**src/rtl/seq_detect_pkg.sv**
```systemverilog
`default_nettype none
// ============================================================================
// Module   : seq_detect_pkg
// Brief    : Shared types and default constants for the programmable serial
//            sequence detector (seq_detect_prog, seq_hist_shift).
// Revision : 1.0 - initial release
// ============================================================================
package seq_detect_pkg;

  // Default maximum pattern length in bits.
  localparam int c_max_len_default = 8;

  // Default width of the optional match counter.
  localparam int c_cnt_w_default = 16;

  // Detector control states.
  typedef enum logic [1:0] {
    UNCFG  = 2'd0,
    FILL   = 2'd1,
    DETECT = 2'd2
  } state_t;

endpackage : seq_detect_pkg
`default_nettype wire

```
**src/rtl/seq_hist_shift.sv**
```systemverilog
`default_nettype none
// ============================================================================
// Module   : seq_hist_shift
// Brief    : Serial history shift register with saturating fill counter and
//            length-masked pattern compare. The match and full flags describe
//            the history as it will be once the bit on in_bit is accepted.
// Revision : 1.0 - initial release
// ============================================================================
module seq_hist_shift
  import seq_detect_pkg::*;
#(
  parameter int MAX_LEN = c_max_len_default,
  parameter int LEN_W   = $clog2(MAX_LEN + 1)
) (
  input  logic               clk,
  input  logic               rst,        // synchronous, active-low
  input  logic               clr_all,    // clear history and fill count
  input  logic               clr_fill,   // restart fill count with this shift
  input  logic               shift_en,   // accept in_bit this cycle
  input  logic               in_bit,
  input  logic [MAX_LEN-1:0] pattern,
  input  logic [LEN_W-1:0]   len,
  output logic               match,      // masked compare including in_bit
  output logic               full        // fill count reaches len with in_bit
);

  // Only the newest MAX_LEN-1 past bits need storing: together with the
  // incoming bit they form the full MAX_LEN-wide compare window.
  logic [MAX_LEN-2:0] r_hist;
  logic [LEN_W-1:0]   r_fill;

  logic [MAX_LEN-1:0] w_hist_next;
  logic [MAX_LEN-1:0] w_mask;
  logic [LEN_W-1:0]   w_fill_inc;

  assign w_hist_next = {r_hist, in_bit};
  assign w_fill_inc  = (r_fill == LEN_W'(MAX_LEN)) ? r_fill : r_fill + 1'b1;

  // Mask selects the lowest len bits; bits above len are don't-care.
  for (genvar gi = 0; gi < MAX_LEN; gi++) begin : g_mask
    assign w_mask[gi] = (LEN_W'(gi) < len);
  end

  assign match = (((w_hist_next ^ pattern) & w_mask) == '0);
  assign full  = (w_fill_inc >= len);

  // History and fill count; a clear on configuration beats any shift.
  always_ff @(posedge clk) begin
    if (!rst) begin
      r_hist <= '0;
      r_fill <= '0;
    end else if (clr_all) begin
      r_hist <= '0;
      r_fill <= '0;
    end else if (shift_en) begin
      r_hist <= w_hist_next[MAX_LEN-2:0];
      r_fill <= clr_fill ? '0 : w_fill_inc;
    end
  end

endmodule : seq_hist_shift
`default_nettype wire

```
**src/rtl/seq_detect_prog.sv**
```systemverilog
`default_nettype none
// ============================================================================
// Module   : seq_detect_prog
// Brief    : Programmable serial sequence detector. Pattern, length and
//            overlap mode are loaded at run time; a registered one-cycle
//            pulse on out reports each match.
//            Optional feature macro: SEQ_MATCH_CNT_EN adds a saturating
//            match counter on port match_cnt.
// Revision : 1.0 - initial release
// ============================================================================
module seq_detect_prog
  import seq_detect_pkg::*;
#(
  parameter int MAX_LEN = c_max_len_default,
  parameter int CNT_W   = c_cnt_w_default
) (
  input  logic                               clk,
  input  logic                               rst,          // sync, active-low
  input  logic                               in_valid,
  input  logic                               in,
  input  logic                               cfg_load,
  input  logic [MAX_LEN-1:0]                 cfg_pattern,
  input  logic [$clog2(MAX_LEN+1)-1:0]       cfg_len,
  input  logic                               cfg_overlap,
  output logic                               out,
  output logic                               cfg_err
`ifdef SEQ_MATCH_CNT_EN
  ,
  output logic [CNT_W-1:0]                   match_cnt
`endif
);

  localparam int c_len_w = $clog2(MAX_LEN + 1);

  // Reject unsupported parameterisations at elaboration.
  if (MAX_LEN < 2 || MAX_LEN > 32 || CNT_W < 1) begin : g_param_check
    $error("seq_detect_prog: MAX_LEN must be 2..32 and CNT_W >= 1");
  end

  state_t               r_state;
  state_t               w_state_nxt;

  logic [MAX_LEN-1:0]   r_pat;
  logic [c_len_w-1:0]   r_len;
  logic                 r_ovl;
  logic                 r_out;
  logic                 r_err;

  logic                 w_cfg_ok;
  logic                 w_accept;
  logic                 w_match;
  logic                 w_full;
  logic                 w_hit;
  logic                 w_err_nxt;

  // A load is accepted only for a length the history window can hold.
  assign w_cfg_ok = cfg_load && (cfg_len >= c_len_w'(2)) &&
                    (cfg_len <= c_len_w'(MAX_LEN));

  // Data bits are consumed only once configured, and lose to a cfg_load.
  assign w_accept = in_valid && !cfg_load && (r_state != UNCFG);

  seq_hist_shift #(
    .MAX_LEN (MAX_LEN),
    .LEN_W   (c_len_w)
  ) u_hist (
    .clk      (clk),
    .rst      (rst),
    .clr_all  (w_cfg_ok),
    .clr_fill (w_hit && !r_ovl),
    .shift_en (w_accept),
    .in_bit   (in),
    .pattern  (r_pat),
    .len      (r_len),
    .match    (w_match),
    .full     (w_full)
  );

  // State register.
  always_ff @(posedge clk) begin
    if (!rst) begin
      r_state <= UNCFG;
    end else begin
      r_state <= w_state_nxt;
    end
  end

  // Next-state: a good load restarts filling; a non-overlap hit refills.
  always_comb begin
    w_state_nxt = r_state;
    if (w_cfg_ok) begin
      w_state_nxt = FILL;
    end else if (w_accept) begin
      if (w_hit && !r_ovl) begin
        w_state_nxt = FILL;
      end else if (r_state == FILL && w_full) begin
        w_state_nxt = DETECT;
      end
    end
  end

  // Output decode: a hit needs a full window, including the completing bit.
  always_comb begin
    w_hit     = w_accept && w_match &&
                ((r_state == DETECT) || (r_state == FILL && w_full));
    w_err_nxt = cfg_load && !w_cfg_ok;
  end

  // Latched configuration, cleared by reset and replaced on a good load.
  always_ff @(posedge clk) begin
    if (!rst) begin
      r_pat <= '0;
      r_len <= '0;
      r_ovl <= 1'b0;
    end else if (w_cfg_ok) begin
      r_pat <= cfg_pattern;
      r_len <= cfg_len;
      r_ovl <= cfg_overlap;
    end
  end

  // Registered one-cycle pulses for match and rejected load.
  always_ff @(posedge clk) begin
    if (!rst) begin
      r_out <= 1'b0;
      r_err <= 1'b0;
    end else begin
      r_out <= w_hit;
      r_err <= w_err_nxt;
    end
  end

  assign out     = r_out;
  assign cfg_err = r_err;

`ifdef SEQ_MATCH_CNT_EN
  logic [CNT_W-1:0] r_cnt;

  // Saturating match counter, restarted by a good load.
  always_ff @(posedge clk) begin
    if (!rst) begin
      r_cnt <= '0;
    end else if (w_cfg_ok) begin
      r_cnt <= '0;
    end else if (w_hit && (r_cnt != '1)) begin
      r_cnt <= r_cnt + 1'b1;
    end
  end

  assign match_cnt = r_cnt;
`else
`endif

endmodule : seq_detect_prog
`default_nettype wire

```
**config.mk**
```make
export PLATFORM = sky130hd
export DESIGN_NAME = seq_detect_prog
export DESIGN_NICKNAME = d
export VERILOG_FILES = /design/src/rtl/seq_detect_pkg.sv /design/src/rtl/seq_hist_shift.sv /design/src/rtl/seq_detect_prog.sv
export SDC_FILE = /design/constraint.sdc
export NUM_CORES = 1
export LEC_CHECK = 0
export ABC_AREA = 1
export CELL_PAD_IN_SITES_DETAIL_PLACEMENT = 1
export CELL_PAD_IN_SITES_GLOBAL_PLACEMENT = 1
export CORE_MARGIN = 4
export CORE_UTILIZATION = 43
export CTS_BUF_LIST = sky130_fd_sc_hd__clkbuf_4 sky130_fd_sc_hd__clkbuf_8
export CTS_CLUSTER_DIAMETER = 80
export DETAILED_ROUTE_END_ITERATION = 10
export PLACE_DENSITY = 0.83
export RECOVER_POWER = 100
export SYNTH_ARGS = -nofsm -noshare
export SYNTH_HDL_FRONTEND = slang
export SYNTH_SLANG_ARGS = --single-unit
```
**constraint.sdc**
```tcl
create_clock -name clk -period 3.7 [get_ports clk]
set_input_delay 0.74 -clock clk [delete_from_list [all_inputs] [get_ports clk]]
set_output_delay 0.74 -clock clk [all_outputs]
set_load 0.05 [all_outputs]
```
**Word level (Yosys, flattened, before mapping)**

Cells that the tools add are included.

- Div/mod/pow operators: 0
- Shift operators: 0
- Magnitude comparators: 11
- Reduce and logical (&&, ||, !) cells: 21
- Eq/ne operators: 3
- Muxes and demuxes: 6
- Bitwise logic cells: 3
- $add $sub $neg: 1
- $mul: 0

Operators with widths:

| kind | count |
|---|---|
| $lt A3 B4 Y1 const A | 4 |
| $logic_and A1 B1 Y1 | 9 |
| $and A8 B8 Y8 | 1 |
| $logic_not A8 Y1 | 1 |
| $lt A1 B4 Y1 const A | 2 |
| $lt A2 B4 Y1 const A | 2 |
| $mux W4 | 2 |
| $xor A8 B8 Y8 | 1 |
| $reduce_bool A2 Y1 | 3 |
| $add A4 B1 Y4 const B | 1 |
| $eq A4 B4 Y1 const B | 1 |
| $ge A4 B2 Y1 const B | 1 |
| $ge A4 B4 Y1 | 1 |
| $le A4 B4 Y1 const B | 1 |
| $mux W2 | 2 |
| $reduce_and A2 Y1 | 2 |
| $logic_not A1 Y1 | 3 |
| $reduce_bool A3 Y1 | 1 |
| $eq A2 B1 Y1 const B | 1 |
| $eq A2 B2 Y1 const B | 1 |
| $mux W1 | 2 |
| $reduce_or A2 Y1 | 1 |
| $logic_or A1 B1 Y1 | 1 |
| $not A1 Y1 | 1 |

- Flip-flop bits (word level): 28
- Bits of input ports: 18
- Memory bits (writable): 0
- Latch bits: 0
- Memory bits (read-only): 0
- Memories kept: 0
- Logic and storage cells: 54

**Logic depth before layout (Yosys ltp)**

Gate-level depths: netlist of run 1.

- Depth after elaboration: 10
- Depth in mapped cells: 18
- Depth with buffers taken out: 18

**Cells and area by module**

From an unflattened synthesis of run 1, not the netlist that was laid out.

- Cells, all modules: 216
- Area, all modules: 1,476.4 um^2

Modules (own cells, without submodules):

| module | area each (um^2) | cells an instance | instances |
|---|---|---|---|
| seq_hist_shift | 777.0 | 120 | 1 |
| seq_detect_prog | 699.4 | 96 | 1 |

**Least setup slack after synthesis of run 1**

Ideal clock, no wire load.

- Kind: reg-to-reg
- Start: register u_hist.r_fill[0]
- End: register r_state[0]
- Path slack: 1.729 ns
- Clock period less this slack: 1.971 ns
- Arrival: 1.851 ns
- Library setup time: 0.120 ns
- Cell stages (with the launch flop): 16
- Cell sequence: dfxtp_1 > inv_1 > ha_1 > nand2_1 > nor2_1 > xor2_1 > ha_1 > nand4_1 > nand3_1 > nand2_1 > nand2_1 > nand4_4 > nand3_1 > nand2_1 > nand2_1 > a21oi_1

- Word-level cells in the longest chain between the ends: 10

RTL lines:

| item | line | source |
|---|---|---|
| from (decl) | seq_hist_shift.sv:30 | `logic [LEN_W-1:0] r_fill;` |
| from (signal assigned) | seq_hist_shift.sv:57 | `r_fill <= clr_fill ? '0 : w_fill_inc;` |
| $add A4 B1 Y4 / $eq A4 B4 Y1 (equally long branches) | seq_hist_shift.sv:37 | `assign w_fill_inc = (r_fill == LEN_W'(MAX_LEN)) ? r_fill : r_fill + 1'b1;` |
| $mux W4 * | seq_hist_shift.sv:37 |  |
| $ge A4 B4 Y1 * | seq_hist_shift.sv:45 | `assign full = (w_fill_inc >= len);` |
| $logic_and A1 B1 Y1 * | seq_detect_prog.sv:96, seq_detect_prog.sv:105 |  |
| $logic_or A1 B1 Y1 | seq_detect_prog.sv:105 | `((r_state == DETECT) \|\| (r_state == FILL && w_full));` |
| $logic_and A1 B1 Y1 | seq_detect_prog.sv:104 | `w_hit = w_accept && w_match &&` |
| $logic_and A1 B1 Y1 | seq_detect_prog.sv:94 | `if (w_hit && !r_ovl) begin` |
| $mux W2 | seq_detect_prog.sv:94 |  |
| $mux W1 | seq_detect_prog.sv:93 | `end else if (w_accept) begin` |
| $mux W1 | seq_detect_prog.sv:91 | `if (w_cfg_ok) begin` |
| to (signal assigned) | seq_detect_prog.sv:84 | `r_state <= w_state_nxt;` |
| to (decl) | seq_detect_prog.sv:40 | `state_t r_state;` |

Mark *: on every way between the ends. The rest lies on a longest branch, timed or not. The select of a mux whose other input is x is not followed.
A chain may end at the register's enable or synchronous reset.

**Worst setup path in the final report of run 1**

- Start: register u_hist.r_fill[0]
- End: register u_hist.r_fill[0]

- Word-level cells in the longest chain between the ends: 8

RTL lines:

| item | line | source |
|---|---|---|
| $add A4 B1 Y4 / $eq A4 B4 Y1 (equally long branches) | seq_hist_shift.sv:37 |  |
| $mux W4 * | seq_hist_shift.sv:37 |  |
| $ge A4 B4 Y1 | seq_hist_shift.sv:45 |  |
| $logic_and A1 B1 Y1 | seq_detect_prog.sv:105 |  |
| $logic_or A1 B1 Y1 | seq_detect_prog.sv:105 |  |
| $logic_and A1 B1 Y1 | seq_detect_prog.sv:104 |  |
| $logic_and A1 B1 Y1 | seq_detect_prog.sv:70 | `.clr_fill (w_hit && !r_ovl),` |
| $mux W4 * | seq_hist_shift.sv:57 |  |

Mark *: on every way between the ends. The rest lies on a longest branch, timed or not.

==> results list, run 1 <==
- Avg Cell Area, Syn: 7.017 um2
* Largest vdd supply drop: 0.1470 mV
* Cell area power density: 341.2 nW/um2
* Accumulated negative setup slack: 0 ns
* Critical Path Fanout Max: 7
* Wire length of the first global-routing pass: 6.630 mm
- Count of final setup violators: 0
* Per-cell via count in the routed design: 5.029
* Std cell rows: 21
- At the pin with the least slew margin, the transition time is 0.6850 ns.
* Area leader, netlist: dfxtp_1
* Flip-flop and latch count after synthesis: 28
* Synth Instances: 212
* Initial DRC count: 37
* Final Hold Fails: 0
- Critical-path cell with the highest stage delay: dfxtp_1
- For the worst setup path, the data required time is 3.95 ns.
- The worst pin sits at a relative slew slack of 0.5434.
- Buffers placed on the I/O ports in this run total 19.
- Standby leakage power: 0.7424 nW
* Cell chosen for the clock root: clkbuf_4
- Tot GR Track Use: 0.2007
* Warning count from the yosys run: 0
- Once the clock tree was built, the setup fixing pass inserted 0 buffers.
- Cts repair resizes: 0
* Number of antenna repair diodes: 0
- TritonCTS created 3 clock buffers.
- Entering global routing, the biggest net connects 19 pins.
- For this run, the post-layout net count is 257.
- Met3 global-route usage: 0.02192
- Derived from the worst setup path, the maximum achievable clock frequency is 0.3921 GHz.
* Wirelength, routed: 3.787 mm
- For this run, the share of the core covered by cells in the final layout is 0.5216.
* Data arrival at the endpoint of the critical path: 2.80 ns
- Classification of the worst setup path: reg -> reg
- Number of antenna violations at the first check in global routing: 0
- The number of max-slew violations in the final report came to 0.
* Worst-path cell chain: inv_1 -> ha_1 -> nand2_1 -> nor2_1 -> xor2_1 -> ha_1 -> nand4_1 -> nand3_1 -> nand2_1 -> nand2_1 -> nand4_1 -> inv_1 -> nor2_1 -> nor2_1 -> nor2_1
- The cell area that synthesis handed to floorplanning was 1488 um2.
- After floorplanning, the core was sized to cover 3337 um2.
- Overall power consumption after layout is estimated at 0.5938 mW.
* Clk Latency, worst-skew pair: 0.34 ns
* Vias: 1,398
- CTS built an H-tree with a depth of 1.
- The via count of the first global-routing pass is 1,435.
- After detailed routing, the number of remaining DRC violations is 0.
- Number of iterations in the first detailed-routing pass: 4
- The clock arrives with 0.003488 ns of skew.
* Unique cell type count in the Yosys netlist: 23
- The initial utilization of the core area, before any placement, comes to 0.4458.
- Hold-fix buffer count after cts: 0
* CP Launch Type: flip-flop
* Portion of the post-synthesis area used by sequential elements: 0.3768
- After synthesis, the cell types taking the most area are dfxtp_1 38%, nand2_1 16%, a21oi_1 8.7%, inv_1 5.8%, ha_1 5.0%.
- CTS clock-pin slew for the worst setup and hold paths: 0.15 ns
- Overall overflow remaining after global route: 0
- Max-cap violations in this run came to 0.
* Net count after synthesis: 236
- The layer flagged by global routing as most heavily used is met2.
- After legalization and detailed placement, the total HPWL measured 2.972 mm.
- Register-to-register path setup slack: 1.15 ns
- The run finished with clean final reports.
* Final Critical Period: 2.550 ns
- In this design, the stage delay of the slowest critical-path cell is 0.44 ns.
* Critical path capture point type: flip-flop
* Average wire per standard cell: 13.62 um
- Antenna Nets Post-Route: 0
- Clk buf depth: 2
- The die is 66.82 um tall.
- The floorplan step defined a die boundary enclosing 4465 um2.
* Worst setup timing slack at the placement stage: 1.173 ns
- Last weighted congestion value of the routability-driven placer: 0.8476
- For met1 alone, demand over resource in global routing was 0.2364.
- I/O pin count: 20
- Worst Hold Class: reg -> reg
- Unrepaired setup endpoints after global routing: false
* Cell family with most CP delay: simple AND/OR/NAND/NOR gates
- Worst-case setup margin in the final layout: 1.150 ns
- Period utilization: 0.6893
* Yosys top cell area share: 0.3768
- Number of buffer and inverter stages on the critical path: 2
- Of the cells placed in the final design, the portion with a size suffix greater than 1 is 0.07328.
- CTS saw 28 sinks.
- Cell repeated most along the worst path: nor2_1
- TritonCTS built the clock tree.
- Met2 track demand over resource in global routing: 0.3502
- Area delta synth->final: 16.99%
* Die boundary width: 66.82 um
==> area by class of cell <==
type	instances	area [um2]
well taps	46	57.56
clock buffers	4	36.28
flip-flops and latches	28	560.5
multi-input cells	152	787.0
fillers	450	1597
inverters	28	105.1
repair buffers	20	193.9
==> synth_stat cells <==
| cell | n |
|---|---|
| buf_2 | 2 |
| o21ai_0 | 4 |
| o21bai_4 | 1 |
| xor2_1 | 2 |
| nor2_8 | 1 |
| ha_1 | 6 |
| xnor2_1 | 2 |
| nor2_1 | 11 |
| o21ai_1 | 11 |
| nand4_4 | 1 |
| nand2_1 | 64 |
| nand4_1 | 1 |
| dfxtp_1 | 28 |
| nor2_4 | 2 |
| nor2_2 | 1 |
| inv_1 | 23 |
| nand2_2 | 4 |
| or2_1 | 2 |
| nand3_1 | 11 |
| nand3_2 | 2 |
| buf_1 | 2 |
| a21oi_1 | 26 |
| inv_2 | 5 |
==> metrics by stage <==
| step | std cells | instance area, um2 | hold WS [ns] |
|---|---|---|---|
| 6_report | 278 | 1740 | 0.4856 |
| 5_1_grt | 278 | 1740 | 0.5086 |
| 4_1_cts | 278 | 1762 | 0.4880 |
| 3_5_place_dp | 274 | 1725 | 0.4670 |
| 3_3_place_gp | 274 | 1725 | 0.4596 |
| 2_1_floorplan | 212 | 1488 | 0.4447 |
==> flip-flops by register name, indices dropped and copies added, names as in the netlist <==
register	flops
r_len	4
out	1
u_hist.r_fill	4
r_ovl	1
cfg_err	1
r_pat	8
u_hist.r_hist	7
r_state	2
==> cell usage in the layout (no fill, tap or decap), types with 6 or more instances in the layout <==
cell and n:
nand2_1 65, inv_1 25, a21oi_1 26, dfxtp_1 28, clkdlybuf4s50_1 16, nor2_1 11
ha_1 6, o21ai_0 13, nand3_1 11
==> cells by family after synthesis <==
logic type | after synthesis | share of synthesized area
adder cells (fa/ha/maj) | 6 | 0.05046
AND/OR/NAND/NOR | 100 | 0.3162
buffers and inverters | 32 | 0.08242
XOR/XNOR | 4 | 0.02355
flip-flops | 28 | 0.3768
AO/OA/AOI/OAI | 42 | 0.1505
==> layer usage <==
layer / vias to the layer above / share of wire
li1: 713 / -
met1: 658 / 0.45
met2: 19 / 0.50
met3: 8 / 0.024
met4: 0 / 0.030
met5: - / 0
==> power by group <==
group / switching [mW] / internal (mW)
clock network: 0.0940 / 0.0604
registers: 0.0105 / 0.315
logic: 0.0665 / 0.0477
total: 0.171 / 0.423
==> worst register-to-register path, cell delays in order, from the launching register on <==
cell     delay [ns]
dfxtp_1        0.44
inv_1          0.08
ha_1           0.20
nand2_1        0.06
nor2_1         0.05
xor2_1         0.17
ha_1           0.32
nand4_1        0.12
nand3_1        0.12
nand2_1        0.11
nand2_1        0.10
nand4_1        0.30
inv_1          0.20
nor2_1         0.05
nor2_1         0.10
nor2_1         0.05
==> final timing paths <==
| kind | startpoint | to | depth (start not counted) |
|---|---|---|---|
| setup reg to reg | u_hist.r_fill[0]$_SDFFE_PP0P_ | u_hist.r_fill[0]$_SDFFE_PP0P_ | 15 |
| hold reg to reg | r_ovl$_SDFFE_PN0P_ | r_ovl$_SDFFE_PN0P_ | 2 |
| setup / recovery | u_hist.r_fill[0]$_SDFFE_PP0P_ | u_hist.r_fill[0]$_SDFFE_PP0P_ | 15 |
| hold / removal | r_ovl$_SDFFE_PN0P_ | r_ovl$_SDFFE_PN0P_ | 2 |
Note: power is estimated with default switching activity, not from simulation.
==> inputs of run 2 (changes only) <==
Settings changed: CORE_UTILIZATION 43 to 40, PLACE_DENSITY 0.83 to 0.78.
Clock period 3.7 ns to 2.65 ns, I/O delays scaled along.
==> run 2 against run 1 <==
Sequential share of layout area decreased by 0.59 points. Die area up 6.6%. Non-clock buffer count unchanged. Count of clock-buffer cells in the layout unchanged. Critical path depth decreased by 6. Largest power group unchanged.
==> results list, run 2 (synthesis gave the netlist of run 1 again) <==
- Status: complete, no violations
* Worst Hold Class: reg -> reg
- The critical path in this run is classified as in -> reg.
* Hold-fix buffer count after cts: 0
- Critical R2R Launch: u_hist.r_fill[0]$_SDFFE_PP0P_
- The critical path goes through dlygate4sd3_1 -> inv_1 -> o21ai_0 -> nand3_1 -> clkbuf_2 -> nand2_1 -> inv_1 -> o21ai_0 -> a21oi_1.
- Share of total power in sequential cells: 0.515
- Initial DRC count: 67
- Area delta synth->final: 19.18%
* Reg with most FFs: r_pat
* Final Critical Period: 2.339 ns
- Post-detailed-placement half-perimeter wirelength: 3.052 mm
- The later pin in the worst-skew pair is clocked with a latency of 0.28 ns.
- Switching pwr: 0.2436 mW
- Overall overflow remaining after global route: 0
- Wire length of the first global-routing pass: 6.651 mm
- Total of max-cap violations: 0
* Effective utilization at floorplan: 0.4289
- Number of antenna repair diodes: 0
- Proportion of power drawn by the clock network: 0.301
* Largest registers ranked by flip-flop count: r_pat: 8 flops, u_hist.r_hist: 7 flops
- Internal power comes to 0.6383 mW.
- Clock sink count: 28
- Stage delay of the slowest cell on the critical path: 0.57 ns
- Flip-flop count of the largest register after layout: 8
- Portion of total power attributed to combinational logic: 0.184
- Startpoint of the tightest hold check path: r_pat[6]$_SDFFE_PN0P_
- Max Slew Vio Count: 0
- Critical path capture point type: flip-flop
- Average wire per standard cell: 14.23 um
- Placeable core region: 3468 um2
- Commonest non-fill, non-tap cell in the layout: nand2_1
- TritonCTS clock tree: done
- Vias in the first global route: 1,432
* Die boundary width: 68.99 um
- The count of nets left with antenna violations once routing finished came out at 0.
- CP Launch Type: primary input
- The worst-case IR drop observed on VDD is 0.2451 mV.
- Final net count: 257
* Standby leakage power: 0.7514 nW
* I/O pin count: 20
- Die span in y: 68.99 um
* CTS clock-pin slew for the worst setup and hold paths: 0.10 ns
- Of the available clock period, the critical path in the final layout requires 0.8826.
* Sw frac: 0.2762
- Slew of the pin with the lowest slew margin: 0.5139 ns
- For the final database, setup skew stands at 0.006773 ns.
* TritonCTS buffer count: 3
* Per-cell via count in the routed design: 5.065
* Final Hold Fails: 0
- Timing would allow up to 0.4275 GHz.
* Cell chosen for the clock root: clkbuf_8
* Deepest level of the CTS H-tree: 1
- Dividing total power by cell area gives a power density of 497.4 nW/um2.
- Count of final setup violators: 0
- The first TritonRoute pass finished after 4 iterations.
- Share of post-route cells with drive strength above 1: 0.08190
- The layout has 473 filler cells.
- Gates resized during post-CTS repair numbered 0.
- Relative slew slack: 0.6574
* Inst Count DP: 274
* Accumulated negative setup slack: 0 ns
* Wirelength, routed: 3.955 mm
- Critical Path Fanout Max: 26
- Critical-path cell with the highest stage delay: dlygate4sd3_1
- The die covers 4759 um2.
- Setup slack closes at 0.3111 ns.
- Setup repair after global routing left no endpoint under its margin.
- After floorplanning, the core was divided into 21 placement rows.
* Crit. Startpoint: cfg_len[3]
- Port-buffer cells: 19
- Worst setup timing slack at the placement stage: 0.3756 ns
* Top library cells by usage in the layout, fill and taps aside: 66 x nand2_1, 28 x dfxtp_1, 26 x a21oi_1
- Once layout is complete, the cells apart from fillers number 278.
- At the end of routability-driven placement, the weighted congestion stood at 0.8632.
- STA puts the critical path data arrival time at 2.55 ns.
* Clk buf depth: 2
- After detailed routing, the number of remaining DRC violations is 0.
- The number of setup buffers added after CTS is 0.
* Number of antenna violations at the first check in global routing: 0
- Entering global routing, the biggest net connects 27 pins.
- At the worst endpoint, the required time is 2.86 ns.
- For this run, the total global-route usage over all layers was measured as 0.1893.
* Vias: 1,408
## run 2: final timing paths
kind	to	slack [ns]	depth (start not counted)
worst max-delay path	u_hist.r_fill[3]$_SDFFE_PP0P_	0.31	9
worst min-delay path	r_pat[6]$_SDFFE_PN0P_	0.48	2
worst max register to register	r_state[0]$_SDFFE_PN0P_	0.32	18
worst min register to register	r_pat[6]$_SDFFE_PN0P_	0.48	2
## run 2: power by group through the flow
stage	registers [mW]	logic [mW]	clock network, mW
floorplan	0.463	0.105	0
global placement	0.463	0.157	0
detailed placement	0.464	0.166	0
CTS	0.455	0.169	0.271
global route	0.457	0.183	0.293
finish	0.454	0.162	0.265
## run 2: metrics by stage
stage | instance area [um2] | hold slack (ns) | util | total power, mW
after floorplan | 1488 | 0.4447 | - | 0.5681
after global placement | 1725 | 0.4563 | 0.4975 | 0.6204
after detailed placement | 1725 | 0.4646 | 0.4975 | 0.6307
after CTS | 1780 | 0.4796 | 0.5133 | 0.8945
after global routing | 1773 | 0.5047 | 0.5112 | 0.9328
final | 1773 | 0.4779 | 0.5112 | 0.8819
## run 2: layout make-up
class	instances	area, um2	area share
clock buffer	4	55.05	0.03105
inverter	28	105.1	0.05928
multi-input combinational	152	799.5	0.4510
sequential	28	560.5	0.3162
tap	46	57.56	0.03246
timing repair buffer	20	195.2	0.1101
## run 2: layer usage
layer  GRT usage  share of wire  vias up
met5           0              0        -
met4     0.06813          0.019        0
met3     0.03728          0.031        8
met2      0.3321           0.50       21
met1      0.2272           0.45      667
li1            -              -      712
## run 2: worst max-delay path, delay by kind of cell
family | cells | cell delay [ns]
buffers and inverters | 4 | 1.26
AO/OA/AOI/OAI | 3 | 0.29
AND/OR/NAND/NOR | 2 | 0.45
==> inputs of run 3 (changes only) <==
Settings changed: CORE_MARGIN 4 to 2.
==> run 3 against run 2 <==
Register-to-register slack worse by 0.05 ns. Global-route usage grew 2.3 points. Clock skew down 0.00093 ns. Clock power up 31%. Highest routed layer unchanged.
==> results list, run 3 (synthesis gave the netlist of run 1 again) <==
- The routed design has 4.123 mm of wire.
- In the routed layout, each cell is associated on average with a via count of 5.075.
* Crit path required time: 2.87 ns
* Hold-fix buffer count after cts: 0
- The critical path starts at u_hist.r_fill[0]$_SDFFE_PP0P_.
- Summing all placed instances gives a cell area of 1735 um2.
- After clock tree synthesis, the clock-pin slew on the worst setup and hold paths is 0.10 ns.
- Classification of the worst setup path: reg -> reg
- Number of antenna repair diodes: 0
* Worst setup endpoint: r_state[1]$_SDFFE_PP0P_
* Data arrival at the endpoint of the critical path: 2.59 ns
- Setup clock skew after layout: 0.005848 ns
- Relative to the synthesized area, the layout overhead comes to 20.77%.
- No sink is reached through more buffers than the 2 on the longest clock path.
- Filler Cell Count: 479
* Count of final setup violators: 0
- Commonest non-fill, non-tap cell in the layout: nand2_1
- TritonCTS created 3 clock buffers.
- Max Slew Vio Count: 0
* Slew of the pin with the lowest slew margin: 0.5169 ns
- Largest registers ranked by flip-flop count: r_pat: 8 flops, u_hist.r_hist: 7 flops
* Average wire per standard cell: 14.67 um
- The total area inside the core boundary comes to 3606 um2.
- Counting cells, the worst reg-to-reg path comes to 14.
- Top layer used by detailed routing: met4
- Worst Hold Class: reg -> reg
* Std cell rows: 22
* Accumulated negative setup slack: 0 ns
* TritonCTS clock tree: done
- STA classifies the critical path startpoint as a flip-flop.
- The via count of the first global-routing pass was 1,429.
- The first detailed-routing pass took 4 iterations.
* Vias: 1,426
- IR analysis of the VDD net gives a maximum drop of 0.6397 mV.
- Die boundary width: 64.99 um
- The cell sitting at the root of the clock tree is a clkbuf_8.
* Fmax achieved: 0.4207 GHz
* Post-detailed-placement half-perimeter wirelength: 3.157 mm
- Post-route cell area: 1797 um2
* Flip-flop count of the largest register after layout: 8
- Critical R2R Launch: u_hist.r_fill[0]$_SDFFE_PP0P_
- Period utilization: 0.8969
- For this run, the total global-route usage over all layers was measured as 0.2127.
* Final Hold Fails: 0
- The run finished with clean final reports.
- The number of gates resized after CTS was 0.
- Endpoint of the worst-slack reg-to-reg timing path: r_state[1]$_SDFFE_PP0P_
* Unrepaired setup endpoints after global routing: false
* Overall overflow remaining after global route: 0
- Critical path capture point type: flip-flop
- The congestion estimate from routability-driven global placement came to 0.7864.
* Final Critical Period: 2.377 ns
- Wire length of the first global-routing pass: 6.824 mm
- Final net count: 258
* Total of max-cap violations: 0
* Wire length on met2: 2.242 mm
- In this run the worst path has a maximum fanout of 7.
- In the layout the commonest cells are 65 x nand2_1, 28 x dfxtp_1, 26 x a21oi_1.
- In the final layout, the share of cells above drive strength 1 is 0.08155.
- Register-to-register path setup slack: 0.27 ns
* Metal3 WL: 120 um
- After detailed routing, the number of remaining DRC violations is 0.
- Port-buffer cells: 19
- The detailed router put a total of 1.733 mm of wire on met1.
* Effective utilization at floorplan: 0.4126
* Relative slew slack: 0.6543
- The register with the most flip-flops in the final layout is r_pat.
- Antenna Nets Post-Route: 0
* Initial DRC count: 40
* Post-CTS setup repair buffer count: 0
* I/O pin count: 20
- Die span in y: 64.99 um
- In this run the static leakage power is 0.7573 nW.
- Number of antenna violations at the first check in global routing: 0
* Pin count of the biggest net entering global routing: 19
- Dividing total power by cell area gives a power density of 538.3 nW/um2.
- The floorplan step defined a die boundary enclosing 4223 um2.
- Clk Latency, worst-skew pair: 0.28 ns
- Clock sink count: 28
- Deepest level of the CTS H-tree: 1
## run 3: cell count changes in the layout (fill, tap and decap cells not counted), sizes merged
cell    before  now
bufinv       0    1
## run 3: power breakdown
group / total [mW] / internal, mW / switching, mW
sequential: 0.454 / 0.439 / 0.0149
clock: 0.347 / 0.203 / 0.144
combinational: 0.166 / 0.0671 / 0.0992
total: 0.967 / 0.709 / 0.259
## run 3: metrics by stage
stage / total power, mW / setup WS, ns / hold WS, ns / cells / util
final: 0.9672 / 0.2731 / 0.4814 / 281 / 0.4983
after global routing: 1.013 / 0.04841 / 0.5165 / 281 / 0.4983
after CTS: 0.9794 / 0.2530 / 0.4892 / 281 / 0.5010
after detailed placement: 0.6316 / 0.2992 / 0.4740 / 277 / 0.4813
after global placement: 0.6227 / 0.3868 / 0.4536 / 277 / 0.4813
after floorplan: 0.5681 / 0.6793 / 0.4447 / 212 / -
## run 3: critical path: stages, from the launching register on
cell	delay [ns]
dfxtp_1	0.42
inv_1	0.06
ha_1	0.19
nand2_1	0.07
nor2_1	0.05
xor2_1	0.17
ha_1	0.31
nand4_1	0.08
nand3_1	0.12
nand2_2	0.08
nand2_1	0.13
nand4_4	0.17
nand2_1	0.17
nand3_1	0.10
a21oi_1	0.17
## run 3: final cells by class
type	instances	area, um2	area share
repair buffers	21	197.7	0.1100
flip-flops and latches	28	560.5	0.3120
inverters	28	105.1	0.05850
clock buffers	3	41.29	0.02298
clock inverters	1	30.03	0.01671
well taps	48	60.06	0.03343
multi-input cells	152	802.0	0.4464
## run 3: how the worst min path moves through the flow
stage,from,end,depth (start not counted)
after floorplan,r_pat[1]$_SDFFE_PN0P_,r_pat[1]$_SDFFE_PN0P_,2
after global placement,r_pat[4]$_SDFFE_PN0P_,r_pat[4]$_SDFFE_PN0P_,2
after detailed placement,r_pat[5]$_SDFFE_PN0P_,r_pat[5]$_SDFFE_PN0P_,2
after CTS,r_pat[5]$_SDFFE_PN0P_,r_pat[5]$_SDFFE_PN0P_,2
after global routing,r_pat[1]$_SDFFE_PN0P_,r_pat[1]$_SDFFE_PN0P_,2
final,r_pat[5]$_SDFFE_PN0P_,r_pat[5]$_SDFFE_PN0P_,2
## run 3: routing by layer
layer	up-vias	global-route usage
li1	712	-
met1	691	0.2546
met2	19	0.4034
met3	4	0.03299
met4	0	0.03191
met5	-	0
